--- src/rtl/ltsm_sb_pkg.sv ---
// Shared sideband definitions for the LTSM handshake engines.
// Holds message codes, FSM state encodings and timing defaults.
package ltsm_sb_pkg;

    localparam int SB_MSG_NONE            = 0;
    localparam int TRAINERROR_entry_resp  = 14;
    localparam int TRAINERROR_entry_req   = 15;

    // 8 ms at a 100 MHz sideband clock
    localparam int DEFAULT_TIMEOUT_CYCLES = 800000;

    localparam logic [2:0] ST_IDLE      = 3'd0;
    localparam logic [2:0] ST_WAIT_RX   = 3'd1;
    localparam logic [2:0] ST_SEND_REQ  = 3'd2;
    localparam logic [2:0] ST_WAIT_RESP = 3'd3;
    localparam logic [2:0] ST_DONE      = 3'd4;
    localparam logic [2:0] ST_TIMEOUT   = 3'd5;

endpackage

--- src/rtl/ltsm_timeout_timer.sv ---
// Saturating response timer with clear/enable; o_expire flags the last counted cycle.
module ltsm_timeout_timer
    import ltsm_sb_pkg::*;
#(
    parameter int TIMEOUT_CYCLES = DEFAULT_TIMEOUT_CYCLES,
    parameter int TMR_W          = $clog2(TIMEOUT_CYCLES + 1)
) (
    input  logic i_clk,
    input  logic i_rst_n,
    input  logic i_clr,
    input  logic i_en,
    output logic o_expire
);

    logic [TMR_W-1:0] r_cnt;

    always_ff @(posedge i_clk or negedge i_rst_n) begin
        if (!i_rst_n) begin
            r_cnt <= '0;
        end else if (i_clr) begin
            r_cnt <= '0;
        end else if (i_en && (r_cnt != TMR_W'(TIMEOUT_CYCLES))) begin
            r_cnt <= r_cnt + 1'b1;
        end
    end

    assign o_expire = i_en && (r_cnt == TMR_W'(TIMEOUT_CYCLES - 1));

endmodule

--- src/rtl/ltsm_sb_handshake_tx.sv ---
// TX side of an LTSM sideband REQ/RESP handshake with timeout, bounded retries
// and partner-first ordering.
module ltsm_sb_handshake_tx
    import ltsm_sb_pkg::*;
#(
    parameter int SB_MSG_WIDTH   = 4,
    parameter int REQ_MSG        = TRAINERROR_entry_req,
    parameter int RESP_MSG       = TRAINERROR_entry_resp,
    parameter int TIMEOUT_CYCLES = DEFAULT_TIMEOUT_CYCLES,
    parameter int MAX_RETRIES    = 2,
    parameter int TMR_W          = $clog2(TIMEOUT_CYCLES + 1),
    parameter int RTY_W          = (MAX_RETRIES > 0) ? $clog2(MAX_RETRIES + 1) : 1
) (
    input  logic                    i_clk,
    input  logic                    i_rst_n,
    input  logic                    i_en,
    input  logic                    i_partner_req,
    input  logic                    i_rx_valid,
    input  logic                    i_falling_edge_busy,
    input  logic                    i_rx_msg_valid,
    input  logic [SB_MSG_WIDTH-1:0] i_decoded_SB_msg,
    output logic [SB_MSG_WIDTH-1:0] o_encoded_SB_msg_tx,
    output logic                    o_valid_tx,
    output logic                    o_done,
    output logic                    o_timeout,
    output logic [RTY_W-1:0]        o_retry_cnt
);

    logic [2:0]              r_state;
    logic [2:0]              w_state_next;
    logic                    w_retry_inc;
    logic                    w_resp_hit;
    logic                    w_expire;
    logic                    w_enter_send;
    logic                    w_tmr_clr;
    logic [SB_MSG_WIDTH-1:0] r_msg;
    logic                    r_valid;
    logic                    r_done;
    logic                    r_timeout;
    logic [RTY_W-1:0]        r_retry_cnt;

    assign w_resp_hit   = i_rx_msg_valid && (i_decoded_SB_msg == SB_MSG_WIDTH'(RESP_MSG));
    assign w_enter_send = (w_state_next == ST_SEND_REQ) && (r_state != ST_SEND_REQ);
    assign w_tmr_clr    = w_enter_send || (w_state_next == ST_IDLE);

    ltsm_timeout_timer #(
        .TIMEOUT_CYCLES (TIMEOUT_CYCLES),
        .TMR_W          (TMR_W)
    ) u_timer (
        .i_clk    (i_clk),
        .i_rst_n  (i_rst_n),
        .i_clr    (w_tmr_clr),
        .i_en     (r_state == ST_WAIT_RESP),
        .o_expire (w_expire)
    );

    always_comb begin
        w_state_next = r_state;
        w_retry_inc  = 1'b0;
        if (!i_en) begin
            w_state_next = ST_IDLE;
        end else begin
            case (r_state)
                ST_IDLE:      w_state_next = i_partner_req ? ST_WAIT_RX : ST_SEND_REQ;
                ST_WAIT_RX:   if (i_falling_edge_busy && i_rx_valid) w_state_next = ST_SEND_REQ;
                ST_SEND_REQ: begin
                    if (w_resp_hit)               w_state_next = ST_DONE;
                    else if (i_falling_edge_busy) w_state_next = ST_WAIT_RESP;
                end
                // A response arriving on the expiry cycle still completes the handshake
                ST_WAIT_RESP: begin
                    if (w_resp_hit) begin
                        w_state_next = ST_DONE;
                    end else if (w_expire) begin
                        if (r_retry_cnt < RTY_W'(MAX_RETRIES)) begin
                            w_state_next = ST_SEND_REQ;
                            w_retry_inc  = 1'b1;
                        end else begin
                            w_state_next = ST_TIMEOUT;
                        end
                    end
                end
                ST_DONE, ST_TIMEOUT: w_state_next = r_state;
                default:             w_state_next = ST_IDLE;
            endcase
        end
    end

    always_ff @(posedge i_clk or negedge i_rst_n) begin
        if (!i_rst_n) begin
            r_state     <= ST_IDLE;
            r_msg       <= '0;
            r_valid     <= 1'b0;
            r_done      <= 1'b0;
            r_timeout   <= 1'b0;
            r_retry_cnt <= '0;
        end else begin
            r_state <= w_state_next;
            if (w_state_next == ST_IDLE) begin
                r_msg       <= '0;
                r_valid     <= 1'b0;
                r_done      <= 1'b0;
                r_timeout   <= 1'b0;
                r_retry_cnt <= '0;
            end else begin
                // The RX block may share the SB; keep the request up while it is talking
                if (w_enter_send) begin
                    r_msg   <= SB_MSG_WIDTH'(REQ_MSG);
                    r_valid <= 1'b1;
                end else if (i_falling_edge_busy && !i_rx_valid) begin
                    r_valid <= 1'b0;
                end
                if (w_retry_inc)                 r_retry_cnt <= r_retry_cnt + 1'b1;
                if (w_state_next == ST_DONE)     r_done      <= 1'b1;
                if (w_state_next == ST_TIMEOUT)  r_timeout   <= 1'b1;
            end
        end
    end

    assign o_encoded_SB_msg_tx = r_msg;
    assign o_valid_tx          = r_valid;
    assign o_done              = r_done;
    assign o_timeout           = r_timeout;
    assign o_retry_cnt         = r_retry_cnt;

endmodule

--- config.mk ---
export PLATFORM = sky130hd
export DESIGN_NAME = ltsm_sb_handshake_tx
export DESIGN_NICKNAME = d
export VERILOG_FILES = /design/src/rtl/ltsm_sb_pkg.sv /design/src/rtl/ltsm_timeout_timer.sv /design/src/rtl/ltsm_sb_handshake_tx.sv
export SDC_FILE = /design/constraint.sdc
export NUM_CORES = 1
export LEC_CHECK = 0
export ABC_AREA = 1
export CORE_ASPECT_RATIO = 0.5
export CORE_UTILIZATION = 50
export DETAILED_ROUTE_END_ITERATION = 12
export PLACE_DENSITY = 0.78
export SETUP_SLACK_MARGIN = 0.5
export SYNTH_ARGS = -nofsm -noshare
export SYNTH_HDL_FRONTEND = slang
export SYNTH_SLANG_ARGS = --single-unit
export TNS_END_PERCENT = 100
--- constraint.sdc ---
create_clock -name i_clk -period 1.7 [get_ports i_clk]
set_input_delay 0.34 -clock i_clk [delete_from_list [all_inputs] [get_ports i_clk]]
set_output_delay 0.34 -clock i_clk [all_outputs]
set_load 0.02 [all_outputs]
==> insert_results.sql <==
INSERT INTO impl_metrics (metric_group, metric, value, unit) VALUES
('status', 'outcome', 'finished with violations', ''),
('status', 'violations', 'negative setup slack', ''),
('cts', 'clock_path_buffers', '2', ''),
('place', 'post_dp_cell_area', '2150', 'sq um'),
('grt', 'global_route_wire_length_before_repair', '7.18', 'mm'),
('power_and_ir_drop', 'cellInternalPower', '0.00124', 'W'),
('worst_setup_path', 'worstSetupPathType', 'reg -> reg', ''),
('sta', 'setup_violations', '26', ''),
('route', 'drt-total-wl', '5.61', 'mm'),
('cts', 'cts-htree-levels', '2', ''),
('power_and_ir_drop', 'power.static_leakage', '1.14', 'nW'),
('cts', 'clock_sinks', '29', ''),
('sta', 'post-route-worst-setup-slack', '-0.168', 'ns'),
('logic_synthesis', 'synth_seq_cells', '29', ''),
('final_layout', 'layout-drive-gt1-share', '35.2', '%'),
('route', 'viasPerCell', '5.54', ''),
('sta', 'final_period_minus_worst_setup_slack', '1.87', 'ns'),
('place', 'dpl.hpwl', '2.86', 'mm'),
('sta', 'hold_slack', '0.439', 'ns'),
('sta', 'maxSlewViolCount', '0', ''),
('final_layout', 'layout_commonest_cell', 'sky130_fd_sc_hd__nand2_1', ''),
('hold_path', 'worstHoldPathType', 'in -> async', ''),
('power_and_ir_drop', 'max-vdd-ir-drop', '0.673', 'mV'),
('cts', 'ctsRootBufferMaster', 'sky130_fd_sc_hd__clkbuf_8', ''),
('power_and_ir_drop', 'netSwitchingPower', '0.000633', 'W'),
('logic_synthesis', 'synth.yosys.seq_area_share', '40.7', '%'),
('floorplan', 'floorplan.die.width', '86.5', 'microns'),
('floorplan', 'die_h', '44.2', 'microns'),
('power_and_ir_drop', 'combinational_power_share', '28.8', '%'),
('logic_synthesis', 'syn-instance-count', '245', ''),
('place', 'numPortBuffers', '19', ''),
('worst_setup_path', 'timing.reg2reg.setup_slack', '-0.17', 'ns'),
('final_layout', 'nNetsFinal', '310', ''),
('route', 'num_vias', '1918', ''),
('worst_setup_path', 'critical_path.reg2reg.endpoint', 'u_timer.r_cnt[14]', ''),
('logic_synthesis', 'synth_area_per_cell', '7.28', 'sq um'),
('grt', 'grtUsageTotal', '25.4', '%'),
('final_layout', 'total_of_fill_cells_in_the_finished_design', '184', ''),
('floorplan', 'rows', '14', ''),
('worst_setup_path', 'critical_path_arrival', '2.04', 'ns'),
('route', 'avgRoutedWirePerCell', '16.2', 'microns'),
('worst_setup_path', 'critPathRequiredTime', '1.87', 'ns'),
('sta', 'max_slew.worst_pin.slew', '0.424', 'ns'),
('power_and_ir_drop', 'power_per_cell_area', '744', 'nW/um^2'),
('floorplan', 'io_pins', '20', ''),
('final_layout', 'antenna_cells_inserted', '0', ''),
('power_and_ir_drop', 'power.share.switching', '33.8', '%'),
('cts', 'tritoncts', 'yes', ''),
('logic_synthesis', 'mappedNetlistNets', '258', ''),
('worst_setup_path', 'reg2regPathDepth', '11', ''),
('route', 'dr_wl_met2', '2.72', 'mm'),
('sta', 'slew_headroom', '71.5', '%'),
('floorplan', 'die_area', '3820', 'sq um'),
('grt', 'first_global_vias', '1682', ''),
('route', 'met3WireLength', '416', 'microns'),
('final_layout', 'layout.cells.most_common_list', '41 x sky130_fd_sc_hd__nand2_1, 38 x sky130_fd_sc_hd__nor2_1, 28 x sky130_fd_sc_hd__inv_1', ''),
('cts', 'clk_transition_reported_paths', '0.07', 'ns'),
('sta', 'grt_setup_unrepaired', 'true', ''),
('final_layout', 'final_area', '2520', 'sq um'),
('final_layout', 'fin_util', '79.0', '%'),
('logic_synthesis', 'yosys_cell_types', '22', ''),
('sta', 'report.final.hold_viol_count', '0', ''),
('worst_setup_path', 'timing.critical_path.to_type', 'flip-flop', ''),
('route', 'drt_pre_antenna_iters', '4', ''),
('cts', 'cts-buffers-inserted', '5', ''),
('logic_synthesis', 'mappedNetlistArea', '1780', 'sq um'),
('worst_setup_path', 'crit_end', 'u_timer.r_cnt[14]', ''),
('cts', 'cts.hold.buffers_added', '0', ''),
('flow_run', 'max-cap-violations', '0', ''),
('route', 'routedLengthMet1', '2.27', 'mm'),
('logic_synthesis', 'yosysWarnings', '0', '');
==> kinds of logic (layout without fill, tap and decap cells) <==
| group | after synthesis | after routing | share of synthesized area (%) |
|---|---|---|---|
| AOI/OAI and AO/OA | 13 | 13 | 4.07 |
| and+or+nand+nor | 142 | 142 | 35.2 |
| DFF | 29 | 29 | 40.7 |
| adders and majority gates | 2 | 2 | 1.40 |
| xor gates and xnor gates | 16 | 16 | 7.86 |
| buffers and inverters | 43 | 96 | 10.7 |
==> cells in the mapped netlist, drive strengths merged <==
cell | count | area share, %
xnor2 | 4 | 2.0
o21bai | 1 | 0.63
a31oi | 1 | 0.35
inv | 37 | 7.8
nor2 | 57 | 14
nand3 | 23 | 6.7
ha | 2 | 1.4
buf | 6 | 2.9
dfrtp | 29 | 41
nand2 | 50 | 11
nand4 | 3 | 1.1
nand3b | 1 | 0.42
nor3 | 7 | 2.0
nor3b | 1 | 0.42
xor2 | 12 | 5.9
a21oi | 4 | 1.1
o21ai | 7 | 2.0
==> timing repair <==
item | in CTS | in global routing
pin swaps | 2 | 2
resized for setup | 68 | 30
setup buffers | 4 | 6
cloned | 0 | 2
setup endpoints to repair | 38 | 34
==> per-stage QoR <==
step | instances | setup WS, ns | TNS (ns)
after detailed placement | 326 | -0.328 | -6.94
after global placement | 326 | -0.241 | -5.17
after global routing | 346 | -0.264 | -5.93
after floorplan | 245 | 0.149 | 0
final | 346 | -0.168 | -3.27
after CTS | 338 | -0.0289 | -0.117
==> worst min path at each step <==
stage | startpoint | to | slack, ns | depth (start not counted)
after CTS | i_rst_n | o_encoded_SB_msg_tx[2] | 0.45 | 2
after floorplan | i_rst_n | o_done | 0.04 | 0
after global routing | i_rst_n | o_timeout | 0.49 | 2
after detailed placement | o_timeout | o_timeout | 0.49 | 2
after global placement | o_timeout | o_timeout | 0.46 | 2
final | i_rst_n | o_encoded_SB_msg_tx[2] | 0.44 | 2
==> sequential cells by signal, indices dropped and copies added, names as in the netlist <==
name / flops
o_timeout: 1
r_state: 3
o_done: 1
o_valid_tx: 1
o_encoded_SB_msg_tx: 1
u_timer.r_cnt: 20
o_retry_cnt: 2
==> power by group through the flow <==
stage                     sequential [W]  clock, W  combinational (W)
after floorplan                 0.000779         0           0.000216
after global placement          0.000756         0           0.000384
after detailed placement        0.000757         0           0.000395
after CTS                       0.000748  0.000569           0.000444
after global routing            0.000763  0.000602           0.000563
final                           0.000761  0.000572           0.000540
==> metal layers <==
metal  track usage, %  vias to the layer above
met5                0                        -
li1                 -                      865
met1             29.7                      914
met3             7.09                       27
met4             10.7                        0
met2             45.6                      112
==> layout make-up <==
| cell class | count | area [sq um] | area share, % |
|---|---|---|---|
| sequential | 29 | 728 | 28.9 |
| multi-input combinational | 173 | 1030 | 41.1 |
| inverter | 37 | 139 | 5.52 |
| timing repair buffer | 51 | 469 | 18.6 |
| clock buffer | 5 | 68.8 | 2.73 |
| clock inverter | 3 | 17.5 | 0.696 |
| tap | 48 | 60.1 | 2.39 |
==> critical path: stages, from the launching register on <==
cell and delay, ns:
sky130_fd_sc_hd__dfrtp_1 0.42, sky130_fd_sc_hd__inv_1 0.11, sky130_fd_sc_hd__nand2_1 0.07, sky130_fd_sc_hd__nor2_1 0.14
sky130_fd_sc_hd__nand2_2 0.11, sky130_fd_sc_hd__nor2_4 0.15, sky130_fd_sc_hd__nand3_2 0.10, sky130_fd_sc_hd__nand2_1 0.08
sky130_fd_sc_hd__nand3_2 0.10, sky130_fd_sc_hd__o21bai_4 0.24, sky130_fd_sc_hd__clkbuf_16 0.21, sky130_fd_sc_hd__nor2_2 0.04
Power figures use the tool's default switching activity.
